--- src/rtl/decode_issue_ctrl_if.sv ---
// Fetch / writeback / redirect / issue signals between the front end and decode_issue_ctrl.
// Signal names follow the controller's port list so both sides read the same.
interface decode_issue_ctrl_if #(
    parameter int unsigned XLEN = 32
);
    logic            iInstValid;
    logic [XLEN-1:0] iInst;
    logic            oInstReady;
    logic            iCredRet;
    logic            iWbValid;
    logic [4:0]      iWbAddr;
    logic            iBranchTaken;
    logic            oIssueValid;
    logic            oFlush;
    logic [15:0]     oStallCnt;

    modport master (
        output iInstValid, iInst, iCredRet, iWbValid, iWbAddr, iBranchTaken,
        input  oInstReady, oIssueValid, oFlush, oStallCnt
    );

    modport slave (
        input  iInstValid, iInst, iCredRet, iWbValid, iWbAddr, iBranchTaken,
        output oInstReady, oIssueValid, oFlush, oStallCnt
    );
endinterface

--- src/rtl/decode_issue_ctrl.sv ---
// Issue sequencer ahead of the decoder: load-use scoreboard, decode-pipe tracking,
// execute skid-buffer credits and branch squash.
module decode_issue_ctrl #(
    parameter int unsigned XLEN       = 32,
    parameter int unsigned DEC_LAT    = 2,
    parameter int unsigned SKID_DEPTH = 4,
    parameter int unsigned FLUSH_CYC  = 2
) (
    input  logic                 iClk,
    input  logic                 iRst,
    decode_issue_ctrl_if.slave   bus
);
    localparam int unsigned CW   = $clog2(SKID_DEPTH + 1);
    localparam int unsigned FW   = (FLUSH_CYC > 1) ? $clog2(FLUSH_CYC) : 1;
    localparam int unsigned Last = DEC_LAT - 1;
    localparam logic [CW-1:0] CredMax = CW'(SKID_DEPTH);
    localparam logic [CW-1:0] CredOne = CW'(1);
    localparam logic [FW-1:0] FlushInit = FW'(FLUSH_CYC - 1);

    localparam logic [6:0] OpR      = 7'b0110011;
    localparam logic [6:0] OpI      = 7'b0010011;
    localparam logic [6:0] OpLoad   = 7'b0000011;
    localparam logic [6:0] OpStore  = 7'b0100011;
    localparam logic [6:0] OpBranch = 7'b1100011;
    localparam logic [6:0] OpJalr   = 7'b1100111;
    localparam logic [6:0] OpFence  = 7'b0001111;
    localparam logic [6:0] OpSystem = 7'b1110011;

    typedef enum logic [1:0] {StRun, StDrain, StFlush} state_e;

    state_e            state_q, state_d;
    logic [DEC_LAT-1:0] pv_q, pv_d;
    logic [DEC_LAT-1:0] pl_q, pl_d;
    logic [4:0]        prd_q [DEC_LAT];
    logic [4:0]        prd_d [DEC_LAT];
    logic [31:0]       sb_q, sb_d;
    logic [CW-1:0]     cred_q, cred_d;
    logic [FW-1:0]     fcnt_q, fcnt_d;
    logic              flush_q, flush_d;
    logic [15:0]       stall_q, stall_d;

    logic [6:0]  opc;
    logic [4:0]  rs1, rs2, rd;
    logic        use_rs1, use_rs2, is_load, is_serial;
    logic        hazard, busy, mode_ok, inst_ready, accept, br;
    logic [31:0] cred_sum;

    assign opc       = bus.iInst[6:0];
    assign rd        = bus.iInst[11:7];
    assign rs1       = bus.iInst[19:15];
    assign rs2       = bus.iInst[24:20];
    assign use_rs1   = opc inside {OpR, OpI, OpLoad, OpStore, OpBranch, OpJalr};
    assign use_rs2   = opc inside {OpR, OpStore, OpBranch};
    assign is_load   = (opc == OpLoad);
    assign is_serial = (opc == OpFence) || (opc == OpSystem);
    assign br        = bus.iBranchTaken;
    assign busy      = (|pv_q) || (|sb_q);

    // A source is blocked by a pending load either retired to the scoreboard or still in the pipe.
    always_comb begin
        hazard = 1'b0;
        if (use_rs1 && rs1 != 5'd0 && sb_q[rs1]) hazard = 1'b1;
        if (use_rs2 && rs2 != 5'd0 && sb_q[rs2]) hazard = 1'b1;
        for (int unsigned i = 0; i < DEC_LAT; i++) begin
            if (pv_q[i] && pl_q[i]) begin
                if (use_rs1 && rs1 != 5'd0 && prd_q[i] == rs1) hazard = 1'b1;
                if (use_rs2 && rs2 != 5'd0 && prd_q[i] == rs2) hazard = 1'b1;
            end
        end
    end

    always_comb begin
        unique case (state_q)
            StRun:   mode_ok = !(is_serial && busy);
            StDrain: mode_ok = !busy;
            default: mode_ok = 1'b0;
        endcase
    end

    assign inst_ready = mode_ok && !hazard && (cred_q != '0) && !br;
    assign accept     = bus.iInstValid && inst_ready;

    assign bus.oInstReady  = inst_ready;
    assign bus.oIssueValid = pv_q[Last];
    assign bus.oFlush      = flush_q;
    assign bus.oStallCnt   = stall_q;

    always_comb begin
        state_d  = state_q;
        fcnt_d   = fcnt_q;
        flush_d  = 1'b0;
        sb_d     = sb_q;
        cred_d   = cred_q;
        stall_d  = stall_q;
        cred_sum = 32'(cred_q) + 32'(bus.iCredRet) + 32'($countones(pv_q));

        pv_d[0]  = accept;
        pl_d[0]  = is_load;
        prd_d[0] = rd;
        for (int unsigned i = 1; i < DEC_LAT; i++) begin
            pv_d[i]  = pv_q[i-1];
            pl_d[i]  = pl_q[i-1];
            prd_d[i] = prd_q[i-1];
        end

        if (bus.iInstValid && !inst_ready && stall_q != 16'hFFFF) stall_d = stall_q + 16'd1;

        // Writeback clears first so a same-cycle issuing load on that register wins.
        if (bus.iWbValid) sb_d[bus.iWbAddr] = 1'b0;
        if (!br && pv_q[Last] && pl_q[Last] && prd_q[Last] != 5'd0) sb_d[prd_q[Last]] = 1'b1;
        sb_d[0] = 1'b0;

        if (br) begin
            pv_d    = '0;
            cred_d  = (cred_sum > SKID_DEPTH) ? CredMax : CW'(cred_sum);
            state_d = StFlush;
            fcnt_d  = FlushInit;
            flush_d = (state_q != StFlush);
        end else begin
            if (accept && !bus.iCredRet) begin
                cred_d = cred_q - CredOne;
            end else if (!accept && bus.iCredRet && cred_q < CredMax) begin
                cred_d = cred_q + CredOne;
            end
            unique case (state_q)
                StRun:   if (bus.iInstValid && is_serial && busy) state_d = StDrain;
                StDrain: if (!busy) state_d = StRun;
                StFlush: begin
                    if (fcnt_q == '0) state_d = StRun;
                    else fcnt_d = fcnt_q - FW'(1);
                end
                default: state_d = StRun;
            endcase
        end
    end

    always_ff @(posedge iClk) begin
        if (!iRst) begin
            state_q <= StRun;
            pv_q    <= '0;
            pl_q    <= '0;
            for (int unsigned i = 0; i < DEC_LAT; i++) prd_q[i] <= 5'd0;
            sb_q    <= '0;
            cred_q  <= CredMax;
            fcnt_q  <= '0;
            flush_q <= 1'b0;
            stall_q <= 16'd0;
        end else begin
            state_q <= state_d;
            pv_q    <= pv_d;
            pl_q    <= pl_d;
            prd_q   <= prd_d;
            sb_q    <= sb_d;
            cred_q  <= cred_d;
            fcnt_q  <= fcnt_d;
            flush_q <= flush_d;
            stall_q <= stall_d;
        end
    end
endmodule

--- src/flat_wrapper.sv ---
// flat-port wrapper written by rule: the top's interface ports become plain ports
module decode_issue_ctrl_flat 
#(
    parameter int unsigned XLEN       = 32,
    parameter int unsigned DEC_LAT    = 2,
    parameter int unsigned SKID_DEPTH = 4,
    parameter int unsigned FLUSH_CYC  = 2
)
  (iClk, iRst, bus_iInstValid, bus_iInst, bus_iCredRet, bus_iWbValid, bus_iWbAddr, bus_iBranchTaken, bus_oInstReady, bus_oIssueValid, bus_oFlush, bus_oStallCnt);
  decode_issue_ctrl_if #(.XLEN(XLEN)) bus_i ();
  input  logic iClk;
  input  logic iRst;
  input wire logic [$bits(bus_i.iInstValid)-1:0] bus_iInstValid;
  input wire logic [$bits(bus_i.iInst)-1:0] bus_iInst;
  input wire logic [$bits(bus_i.iCredRet)-1:0] bus_iCredRet;
  input wire logic [$bits(bus_i.iWbValid)-1:0] bus_iWbValid;
  input wire logic [$bits(bus_i.iWbAddr)-1:0] bus_iWbAddr;
  input wire logic [$bits(bus_i.iBranchTaken)-1:0] bus_iBranchTaken;
  output wire logic [$bits(bus_i.oInstReady)-1:0] bus_oInstReady;
  output wire logic [$bits(bus_i.oIssueValid)-1:0] bus_oIssueValid;
  output wire logic [$bits(bus_i.oFlush)-1:0] bus_oFlush;
  output wire logic [$bits(bus_i.oStallCnt)-1:0] bus_oStallCnt;
  assign bus_i.iInstValid = bus_iInstValid;
  assign bus_i.iInst = bus_iInst;
  assign bus_i.iCredRet = bus_iCredRet;
  assign bus_i.iWbValid = bus_iWbValid;
  assign bus_i.iWbAddr = bus_iWbAddr;
  assign bus_i.iBranchTaken = bus_iBranchTaken;
  assign bus_oInstReady = bus_i.oInstReady;
  assign bus_oIssueValid = bus_i.oIssueValid;
  assign bus_oFlush = bus_i.oFlush;
  assign bus_oStallCnt = bus_i.oStallCnt;
  decode_issue_ctrl #(.XLEN(XLEN), .DEC_LAT(DEC_LAT), .SKID_DEPTH(SKID_DEPTH), .FLUSH_CYC(FLUSH_CYC)) u_core (.iClk(iClk), .iRst(iRst), .bus(bus_i));
endmodule
--- config.mk ---
export PLATFORM = sky130hd
export DESIGN_NAME = decode_issue_ctrl_flat
export DESIGN_NICKNAME = d
export VERILOG_FILES = /design/src/rtl/decode_issue_ctrl_if.sv /design/src/rtl/decode_issue_ctrl.sv /design/src/flat_wrapper.sv
export SDC_FILE = /design/constraint.sdc
export NUM_CORES = 1
export LEC_CHECK = 0
export ABC_AREA = 1
export CORE_MARGIN = 5
export CORE_UTILIZATION = 45
export CTS_BUF_LIST = sky130_fd_sc_hd__clkbuf_2
export CTS_CLUSTER_SIZE = 14
export DETAILED_ROUTE_END_ITERATION = 8
export PLACE_DENSITY_LB_ADDON = 0.2
export SYNTH_ARGS = -nofsm -noshare
export SYNTH_HDL_FRONTEND = slang
export SYNTH_SLANG_ARGS = --single-unit
--- constraint.sdc ---
create_clock -name iClk -period 3.8 [get_ports iClk]
set_input_delay 0.76 -clock iClk [delete_from_list [all_inputs] [get_ports iClk]]
set_output_delay 0.76 -clock iClk [all_outputs]
set_load 0.1 [all_outputs]
==> flow_metrics.env <==
export IMPL_die_area_mm2=0.01197
export IMPL_synth_edf_count=0
export IMPL_cts_root_buf="clkbuf_2"
export IMPL_drt_iter0_markers=423
export IMPL_cp_start_kind="input pin"
export IMPL_wl_per_cell_um=14.55
export IMPL_ys_types=34
export IMPL_cts_num_sinks=68
export IMPL_cpLargestDelayFamily="buffers and inverters"
export IMPL_ant_nets=0
export IMPL_syn_area_mm2=0.004447
export IMPL_grt_pass1_vias=4672
export IMPL_fillers=1002
export IMPL_routed_via_density=5.384
export IMPL_period_share=0.9083
export IMPL_initial_utilization=0.4592
export IMPL_antenna_found_initial=0
export IMPL_io_buffers=51
export IMPL_wirelength_mm=13.08
export IMPL_netlist_top_cells_area="dfxtp_1, nand2_1, nand3_1"
export IMPL_cts_max_path_buffers=2
export IMPL_crit_top_cell="nand2_1"
export IMPL_power_density_mw_per_mm2=283.5
export IMPL_post_cts_resized=0
export IMPL_n_antenna_cell=0
export IMPL_syn_inst=709
export IMPL_crit_fanout=16
export IMPL_crit_type="in2out"
export IMPL_grt_max_degree=43
export IMPL_drv_slew=0
export IMPL_synth_most_common_cell="nand2_1"
export IMPL_finalSetupViolCount=0
export IMPL_layout_drive_gt1_share=0.06266
export IMPL_core_mm2=0.009684
export IMPL_cts_tree="built"
export IMPL_hold_viol=0
export IMPL_synth_top_cell_area_share=0.3061
export IMPL_place_congestion=0.9244
export IMPL_h_tree_depth=3
export IMPL_final_util=0.5344
export IMPL_synth_seq_cells=68
export IMPL_grt_pass1_wl_mm=21.55
export IMPL_ir_drop_mv=0.1718
export IMPL_crit_chain="clkdlybuf4s50_1, buf_4, nand2_1, a21oi_1, nand2_1, nand3_1, nand2_1, nand2_1, nand3_1, nand3_2, inv_1, buf_12"
export IMPL_postSynthAreaPerCell_um2=6.272
export IMPL_slew_headroom=0.3413
export IMPL_io_pins=62
export IMPL_arrival_ns=2.69
export IMPL_synth_async_reset_ratio=0
export IMPL_dr_pass1_iters=7
export IMPL_outcome="completed"
export IMPL_multi_input_area_mm2=0.002638
export IMPL_required_ns=3.04
export IMPL_tightest_slew_ns=0.9850
export IMPL_hold_buffers=0
export IMPL_clk_pin_slew_ns=0.20
export IMPL_placementRows=36
export IMPL_critPathMaxStageDelay_ns=0.63
export IMPL_area_growth_pct=16.38
export IMPL_p_leak_nw=2.095
export IMPL_regArea_mm2=0.001361
export IMPL_postCtsSetupBuffers=0
export IMPL_yosys_warnings=0
export IMPL_ys_flop_type="dfxtp_1"
export IMPL_fmax_ghz=0.2897
export IMPL_crit_slowest_cell="clkdlybuf4s50_1"
export IMPL_dieWidth_um=109.4
export IMPL_insertion_delay_ns=0.53
export IMPL_num_vias=4840
export IMPL_end_kind="output pin"
export IMPL_grt_usage=0.2265
export IMPL_yosysTopAreaCell="dfxtp_1"
export IMPL_nets=813
export IMPL_hpwl_mm=9.725
export IMPL_cp_buffers_inverters=4
export IMPL_rsz0062_at_grt="no"
export IMPL_synth_seq_area_share=0.3061
export IMPL_fin_setup_tns_ns=0
export IMPL_synthTopCellsByCount="nand2_1, nand3_1, inv_1, dfxtp_1, nor2_1"
export IMPL_grt_ovfl_total=0
export IMPL_min_path_type="reg2reg"
export IMPL_drc=0
export IMPL_die_h_um=109.4
export IMPL_cts_buffers=9
export IMPL_max_cap_viol_count=0
export IMPL_min_period_ns=3.452
export IMPL_synth_nets=761
export IMPL_finClkSkew_ns=0.04533
==> where the power goes <==
part / leakage [nW] / internal [mW] / total [mW] / switching, mW
logic: 1.47 / 0.103 / 0.286 / 0.183
registers: 0.552 / 0.728 / 0.746 / 0.0174
clock network: 0.0735 / 0.150 / 0.435 / 0.285
==> cell type report <==
type | instances | share of cell area
multi-input cells | 543 | 0.5097
well taps | 133 | 0.03216
clock inverters | 7 | 0.01281
clock buffers | 9 | 0.008704
repair buffers | 63 | 0.1180
flip-flops and latches | 68 | 0.2631
inverters | 76 | 0.05561
==> placed cells by master (no fill, tap or decap) <==
cell type	netlist	final
nand3_2	4	4
ha_1	7	7
inv_2	3	3
clkinv_2	0	3
o31ai_1	1	1
o21ai_0	37	37
a21oi_2	5	5
buf_12	0	1
fa_1	2	2
clkinv_1	2	3
xor2_1	10	10
nor2_1	55	55
clkdlybuf4s50_1	0	50
clkinv_4	0	1
nand2_2	4	4
inv_4	1	1
inv_6	0	1
buf_4	2	12
nand2_1	233	233
inv_1	70	70
nand3b_1	3	3
or4_1	1	1
a21oi_1	47	47
nand4_1	8	8
nor3_1	23	23
bufinv_16	0	1
nor4_2	1	1
o311ai_0	1	1
nand3_1	83	83
nor4_1	2	2
a2111oi_0	1	1
a21oi_4	1	1
clkbuf_2	0	9
xnor2_1	12	12
o22a_1	1	1
nor4_4	1	1
dfxtp_1	68	68
==> logic make-up (layout without fill, tap and decap cells) <==
family	count (synthesis)	count (layout)	synth area share
AOI/OAI and AO/OA	94	94	0.1156
DFF	68	68	0.3061
buffers and inverters	98	155	0.1007
xor gates and xnor gates	22	22	0.04333
adders and majority gates	9	9	0.02870
and+or+nand+nor	418	418	0.4055
==> flip-flops by register name, summed over array words and instances (netlist names) <==
signal / cells
u_core.sb_q: 31
u_core.prd_q: 5
u_core.cred_q: 3
u_core.fcnt_q: 1
u_core.bus.oFlush: 1
u_core.prd_d: 5
u_core.bus.oStallCnt: 16
u_core.state_q: 2
u_core.pv_q: 2
u_core.pl_q: 2
==> through the flow <==
stage / setup slack, ns / hold WS, ns / cell area (µm²) / total power [mW] / std cells
floorplan: 0.8062 / 0.4020 / 4447 / 0.9507 / 709
global placement: 0.3409 / 0.4174 / 5064 / 1.036 / 883
detailed placement: 0.2852 / 0.4242 / 5064 / 1.043 / 883
CTS: 0.3612 / 0.4503 / 5175 / 1.474 / 899
global route: 0.2248 / 0.4667 / 5175 / 1.533 / 899
finish: 0.3485 / 0.4481 / 5175 / 1.467 / 899
==> worst paths after layout <==
path / startpoint / end / slack (ns) / cells past startpoint
max reg2reg: u_core.sb_q[5] / u_core.cred_q[2] / 1.22 / 19
min: u_core.pl_q[0] / u_core.pl_q[1] / 0.45 / 2
max: bus_iInst[15] / bus_oInstReady / 0.35 / 12
min reg2reg: u_core.pl_q[0] / u_core.pl_q[1] / 0.45 / 2
==> worst register-to-register path, stage by stage, from the launching register on <==
cell,delay [ns]
dfxtp_1,0.41
nor2_1,0.12
nand2_1,0.05
nor2_1,0.12
nand2_1,0.12
nor2_1,0.16
nor2_1,0.07
nor2_1,0.14
nand3_1,0.10
nor2_1,0.09
nand4_1,0.14
fa_1,0.41
xor2_1,0.18
inv_1,0.05
nand2_1,0.06
nand2_1,0.05
nand2_1,0.05
nand2_1,0.05
nand2_1,0.05
nand2_1,0.04
==> metal layers <==
layer | vias up | global-route usage | share of wire
li1 | 2396 | - | -
met1 | 2223 | 0.2728 | 0.42
met2 | 191 | 0.3906 | 0.49
met3 | 30 | 0.05226 | 0.072
met4 | 0 | 0.08638 | 0.025
met5 | - | 0 | 0
No activity file was read; power rests on OpenSTA's default activity.
